<file path="src/rtl/la_iopwrseq_pkg.sv">
// Shared types for the IO-ring power sequencer: FSM state encoding and
// the index-width helper used to size the sequencing index register.
package la_iopwrseq_pkg;

  typedef enum logic [2:0] {
    ST_OFF   = 3'd0,
    ST_UP    = 3'd1,
    ST_ON    = 3'd2,
    ST_DOWN  = 3'd3,
    ST_FAULT = 3'd4
  } state_e;

  // Index register width: enough bits to address RINGW lines, never zero.
  function automatic int idx_width(input int n);
    return (n > 1) ? $clog2(n) : 1;
  endfunction

endpackage

</file>
<file path="src/rtl/la_iopwrseq_timer.sv">
// Loadable DW-bit down-counter that paces the sequencer; expire flags the
// last cycle of a step (count == 1).
module la_iopwrseq_timer #(
  parameter int DW = 8
) (
  input  logic          clk,
  input  logic          reset,
  input  logic          load,
  input  logic          en,
  input  logic [DW-1:0] load_val,
  output logic [DW-1:0] value,
  output logic          expire
);

  logic [DW-1:0] cnt_q, cnt_d;

  always_comb begin
    cnt_d = cnt_q;
    if (load) begin
      cnt_d = load_val;
    end else if (en) begin
      cnt_d = cnt_q - DW'(1);
    end
  end

  // NOTE: sequential state uses non-blocking assignments so every flop
  // samples its pre-edge inputs regardless of block ordering.
  always_ff @(posedge clk) begin
    if (reset) begin
      cnt_q <= '0;
    end else begin
      cnt_q <= cnt_d;
    end
  end

  assign value  = cnt_q;
  assign expire = (cnt_q == DW'(1));

endmodule

</file>
<file path="src/rtl/la_iopwrseq.sv">
// IO-ring power/enable sequencer: raises the ring control lines one at a
// time on power-up, drops them in reverse on power-down, and kills all on fault.
module la_iopwrseq
  import la_iopwrseq_pkg::*;
#(
  parameter int RINGW = 8,
  parameter int DW    = 8
) (
  input  logic             clk,
  input  logic             reset,
  input  logic             req,
  input  logic             fault,
  input  logic [DW-1:0]    step_delay,
  output logic [RINGW-1:0] ctrl,
  output logic             ack,
  output logic             busy,
  output logic             fault_flag
);

  localparam int             IW      = idx_width(RINGW);
  localparam logic [IW-1:0]  IDX_TOP = IW'(RINGW - 1);

  state_e           state_q, state_d;
  logic [RINGW-1:0] ctrl_q, ctrl_d;
  logic [IW-1:0]    idx_q, idx_d;
  logic             ack_q, ack_d;
  logic             busy_q, busy_d;
  logic             fault_flag_q, fault_flag_d;

  logic [DW-1:0]    step_len;
  logic             tmr_load;
  logic             tmr_en;
  logic [DW-1:0]    tmr_value;
  logic             tmr_expire;

  // A zero step delay would stall the counter, so it is promoted to one.
  assign step_len = (step_delay == '0) ? DW'(1) : step_delay;

  // The counter only runs while sequencing and stops at zero rather than wrap.
  assign tmr_en = ((state_q == ST_UP) || (state_q == ST_DOWN)) && (tmr_value != '0);

  la_iopwrseq_timer #(
    .DW(DW)
  ) u_timer (
    .clk     (clk),
    .reset   (reset),
    .load    (tmr_load),
    .en      (tmr_en),
    .load_val(step_len),
    .value   (tmr_value),
    .expire  (tmr_expire)
  );

  // NOTE: every signal assigned here gets a default first, so no path
  // leaves it unassigned and no latch is inferred.
  always_comb begin
    state_d      = state_q;
    ctrl_d       = ctrl_q;
    idx_d        = idx_q;
    fault_flag_d = fault_flag_q;
    tmr_load     = 1'b0;

    if (fault) begin
      state_d      = ST_FAULT;
      ctrl_d       = '0;
      idx_d        = '0;
      fault_flag_d = 1'b1;
    end else begin
      unique case (state_q)
        ST_OFF: begin
          if (req) begin
            state_d  = ST_UP;
            ctrl_d   = RINGW'(1);
            idx_d    = '0;
            tmr_load = 1'b1;
          end
        end
        ST_UP: begin
          // Lines are always a contiguous run from bit 0, so shifting right
          // clears exactly the highest lit line.
          if (!req) begin
            state_d  = ST_DOWN;
            ctrl_d   = ctrl_q >> 1;
            tmr_load = 1'b1;
          end else if (tmr_expire) begin
            if (idx_q != IDX_TOP) begin
              ctrl_d   = (ctrl_q << 1) | RINGW'(1);
              idx_d    = idx_q + IW'(1);
              tmr_load = 1'b1;
            end else begin
              state_d = ST_ON;
            end
          end
        end
        ST_ON: begin
          if (!req) begin
            state_d  = ST_DOWN;
            ctrl_d   = ctrl_q >> 1;
            idx_d    = IDX_TOP;
            tmr_load = 1'b1;
          end
        end
        ST_DOWN: begin
          // A re-raised req is deliberately ignored until OFF is reached.
          if (tmr_expire) begin
            if (idx_q != '0) begin
              ctrl_d   = ctrl_q >> 1;
              idx_d    = idx_q - IW'(1);
              tmr_load = 1'b1;
            end else begin
              state_d = ST_OFF;
            end
          end
        end
        ST_FAULT: begin
          ctrl_d = '0;
          if (!req) begin
            state_d      = ST_OFF;
            fault_flag_d = 1'b0;
          end
        end
        default: begin
          state_d = ST_OFF;
          ctrl_d  = '0;
          idx_d   = '0;
        end
      endcase
    end

    ack_d  = (state_d == ST_ON);
    busy_d = (state_d == ST_UP) || (state_d == ST_DOWN);
  end

  always_ff @(posedge clk) begin
    if (reset) begin
      state_q      <= ST_OFF;
      ctrl_q       <= '0;
      idx_q        <= '0;
      ack_q        <= 1'b0;
      busy_q       <= 1'b0;
      fault_flag_q <= 1'b0;
    end else begin
      state_q      <= state_d;
      ctrl_q       <= ctrl_d;
      idx_q        <= idx_d;
      ack_q        <= ack_d;
      busy_q       <= busy_d;
      fault_flag_q <= fault_flag_d;
    end
  end

  assign ctrl       = ctrl_q;
  assign ack        = ack_q;
  assign busy       = busy_q;
  assign fault_flag = fault_flag_q;

endmodule

</file>
<file path="config.mk">
export PLATFORM = sky130hd
export DESIGN_NAME = la_iopwrseq
export DESIGN_NICKNAME = d
export VERILOG_FILES = /design/src/rtl/la_iopwrseq_pkg.sv /design/src/rtl/la_iopwrseq_timer.sv /design/src/rtl/la_iopwrseq.sv
export SDC_FILE = /design/constraint.sdc
export NUM_CORES = 1
export LEC_CHECK = 0
export ABC_AREA = 1
export CORE_ASPECT_RATIO = 1.1
export CORE_UTILIZATION = 53
export DETAILED_ROUTE_END_ITERATION = 8
export GPL_TIMING_DRIVEN = 0
export PLACE_DENSITY = 0.78
export REMOVE_ABC_BUFFERS = 1
export SLEW_MARGIN = 40
export SYNTH_ARGS = -nofsm -noshare
export SYNTH_HDL_FRONTEND = slang
export SYNTH_SLANG_ARGS = --single-unit
</file>
<file path="constraint.sdc">
create_clock -name clk -period 2.12 [get_ports clk]
set_input_delay 0.424 -clock clk [delete_from_list [all_inputs] [get_ports clk]]
set_output_delay 0.424 -clock clk [all_outputs]
set_load 0.005 [all_outputs]
</file>
==> results.cfg <==
[final_layout]
antenna_cells = 0
area.growth.synth_to_final_pct = 16.88
final_cell_mix = nand2_1, inv_1, nor2_1, nand3_1, dfxtp_1
drive_gt1_share_pct = 7.519
register_area_um2 = 500.5
final_area_um2 = 1819
nets = 282
fillCellCount = 266
multiInputGateArea_um2 = 892.1
final_common_cell = nand2_1

[worst_setup_path]
cp_num_buf_inv = 1
crit_path_top_delay_cell = nor2_1
cp-startpoint = state_q[2]$_SDFF_PP0_
cpPeakStageDelay_ns = 0.40
r2r_slack_ns = 0.24
critPathArrivalTime_ns = 2.10
cp-start-kind = register
regToRegStartpoint = state_q[2]$_SDFF_PP0_
path_cells = inv_2 > nand2_2 > nor2_1 > nand2_2 > nand2_4 > nand2_4 > nand2_1 > nor2_1 > nor2_1 > nor2_1
worstSetupPathType = reg -> reg
path_delay_family = simple AND/OR/NAND/NOR gates
crit_fanout = 12
crit_path_frequent_cell = nor2_1
cp-end-kind = register
worstPathRequired_ns = 2.34

[clock_network]
cts-root-buf = clkbuf_4
ctsHtreeMaxLevel = 1
cts_hold_buf = 0
cts_num_sinks = 25
numCtsBuffers = 3
post-cts-setup-buffers = 0
cts_resized = 0
clk_pin_slew_ns = 0.13
clk_latency_ns = 0.33
clockBufferDepth = 2
cts_tree = built

[yosys]
synth_top_cell_by_area = dfxtp_1
synth_area_um2 = 1556
ys_types = 27
synth_area_leaders = dfxtp_1, nand2_1, nand3_1
syn_avg_cell_area_um2 = 6.353
synth_top_area_share_pct = 32.15
ys_warn_count = 0
ys_ff_latch = 25
netlist_instances = 245
synth_seq_area_share_pct = 32.15

[sta]
hold_violations = 0
relSlewSlack_pct = 65.10
setup-tns-final_ns = 0
tightest_slew_ns = 0.5235
rsz0062_at_grt = no
finalCritPeriodShare_pct = 88.90
drv_slew = 0
clock-skew-final_ns = 0.004535
finalCriticalPeriod_ns = 1.885
setup_viol_count_final = 0
max_freq_mhz = 530.6

[detailed_routing]
wl_um = 3452
viasPerCell = 5.291
wl_per_cell_um = 11.55
drt-pass1-iter-count = 4
ant_nets = 0
vias = 1582
dr.first_iter.drc_count = 40
drc = 0

[die]
initial_core_util_pct = 56.04
core_um2 = 2778
io_pins = 23
design.die.area_um2 = 3158
row_count = 20
die_w_um = 53.67
die_h_um = 58.84

[power]
power_leakage_uw = 0.0007928
ir_worst_vdd_mv = 0.3610
power_density_nw_per_um2 = 545.6

[min_path]
hold_start = ctrl[0]$_SDFFE_PP0P_
hold_path_class = reg -> reg

[global_route]
gr-total-overflow = 0
grt_pass1_wl_um = 5506
busiest_layer = met2
use_met3_pct = 2.584
antenna_found_initial = 0
grt_pass1_vias = 1387
grt_max_degree = 14
grtUsageMet2_pct = 42.68
track_usage_pct = 23.71
met1_usage_pct = 26.11

[placement]
dp_hpwl_um = 2613
io_buffers = 22
dpl_cell_area_um2 = 1789
gp_congestion = 0.8667

[run]
maxCapViolCount = 0

[status]
status = finished, final reports clean
==> Yosys cell counts (all sizes together) <==
library cell  number
a32oi              1
dfxtp             25
o21ai             16
nand2             57
xor2               4
nor2              37
or2                1
a21oi             18
o22ai              4
nand3             28
nor4               1
ha                 2
nor3               1
nand3b             1
inv               37
clkbuf             2
fa                 1
buf                3
o211ai             2
nand4              4
==> kinds of logic (layout without fill, tap and decap cells) <==
group | after synthesis | in the layout | share of synthesized area, %
and+or+nand+nor | 130 | 130 | 37.62
adders and majority gates | 3 | 3 | 2.894
AOI/OAI and AO/OA | 41 | 41 | 14.31
xor gates and xnor gates | 4 | 4 | 2.251
buffers and inverters | 42 | 63 | 10.77
DFF | 25 | 25 | 32.15
==> path summary, 6_finish.rpt <==
kind | endpoint | cells past startpoint
max | u_timer.value[7]$_SDFFE_PP0P_ | 10
min | ctrl[0]$_SDFFE_PP0P_ | 2
max reg2reg | u_timer.value[7]$_SDFFE_PP0P_ | 10
min reg2reg | ctrl[0]$_SDFFE_PP0P_ | 2
==> final cells by class <==
class	instances	share of cell area, %
multi-input combinational	178	49.04
sequential	25	27.51
timing repair buffer	22	12.10
inverter	37	7.634
tap	33	2.270
clock buffer	4	1.444
==> power by group <==
part           internal, uW  leakage (uW)  switching, uW  total [uW]
clock network          73.8     0.0000150            148         222
logic                  97.8      0.000574            156         254
registers               494      0.000204           22.4         517
==> per-layer routing <==
metal,up-vias,part of all wire (%)
met1,711,43
met2,33,52
met5,-,0
met3,8,2.2
met4,0,2.6
li1,830,-
==> state kept, by name, indices dropped and copies added (netlist names) <==
register	flops
fault_flag	1
ctrl	8
state_q	3
u_timer.value	8
ack	1
idx_q	3
busy	1
==> per-stage QoR <==
stage / hold WS, ns / cells / power (uW) / util [%] / worst slack (ns)
after detailed placement: 0.4722 / 295 / 776.9 / 64.41 / -0.1055
final: 0.4886 / 299 / 992.6 / 65.50 / 0.2352
after global placement: 0.4679 / 295 / 774.4 / 64.41 / -0.3048
after global routing: 0.5293 / 299 / 1048 / 65.50 / 0.05875
after floorplan: 0.4597 / 240 / 698.4 / - / 0.2184
after CTS: 0.4909 / 299 / 997.8 / 65.36 / 0.03130
==> worst register-to-register path: cells and delay by family (launching register included) <==
kind                   cells  cell delay (ns)
buffers and inverters      1             0.15
flip-flops                 1             0.39
AND/OR/NAND/NOR            9             1.25
No activity file was read; power rests on OpenSTA's default activity.
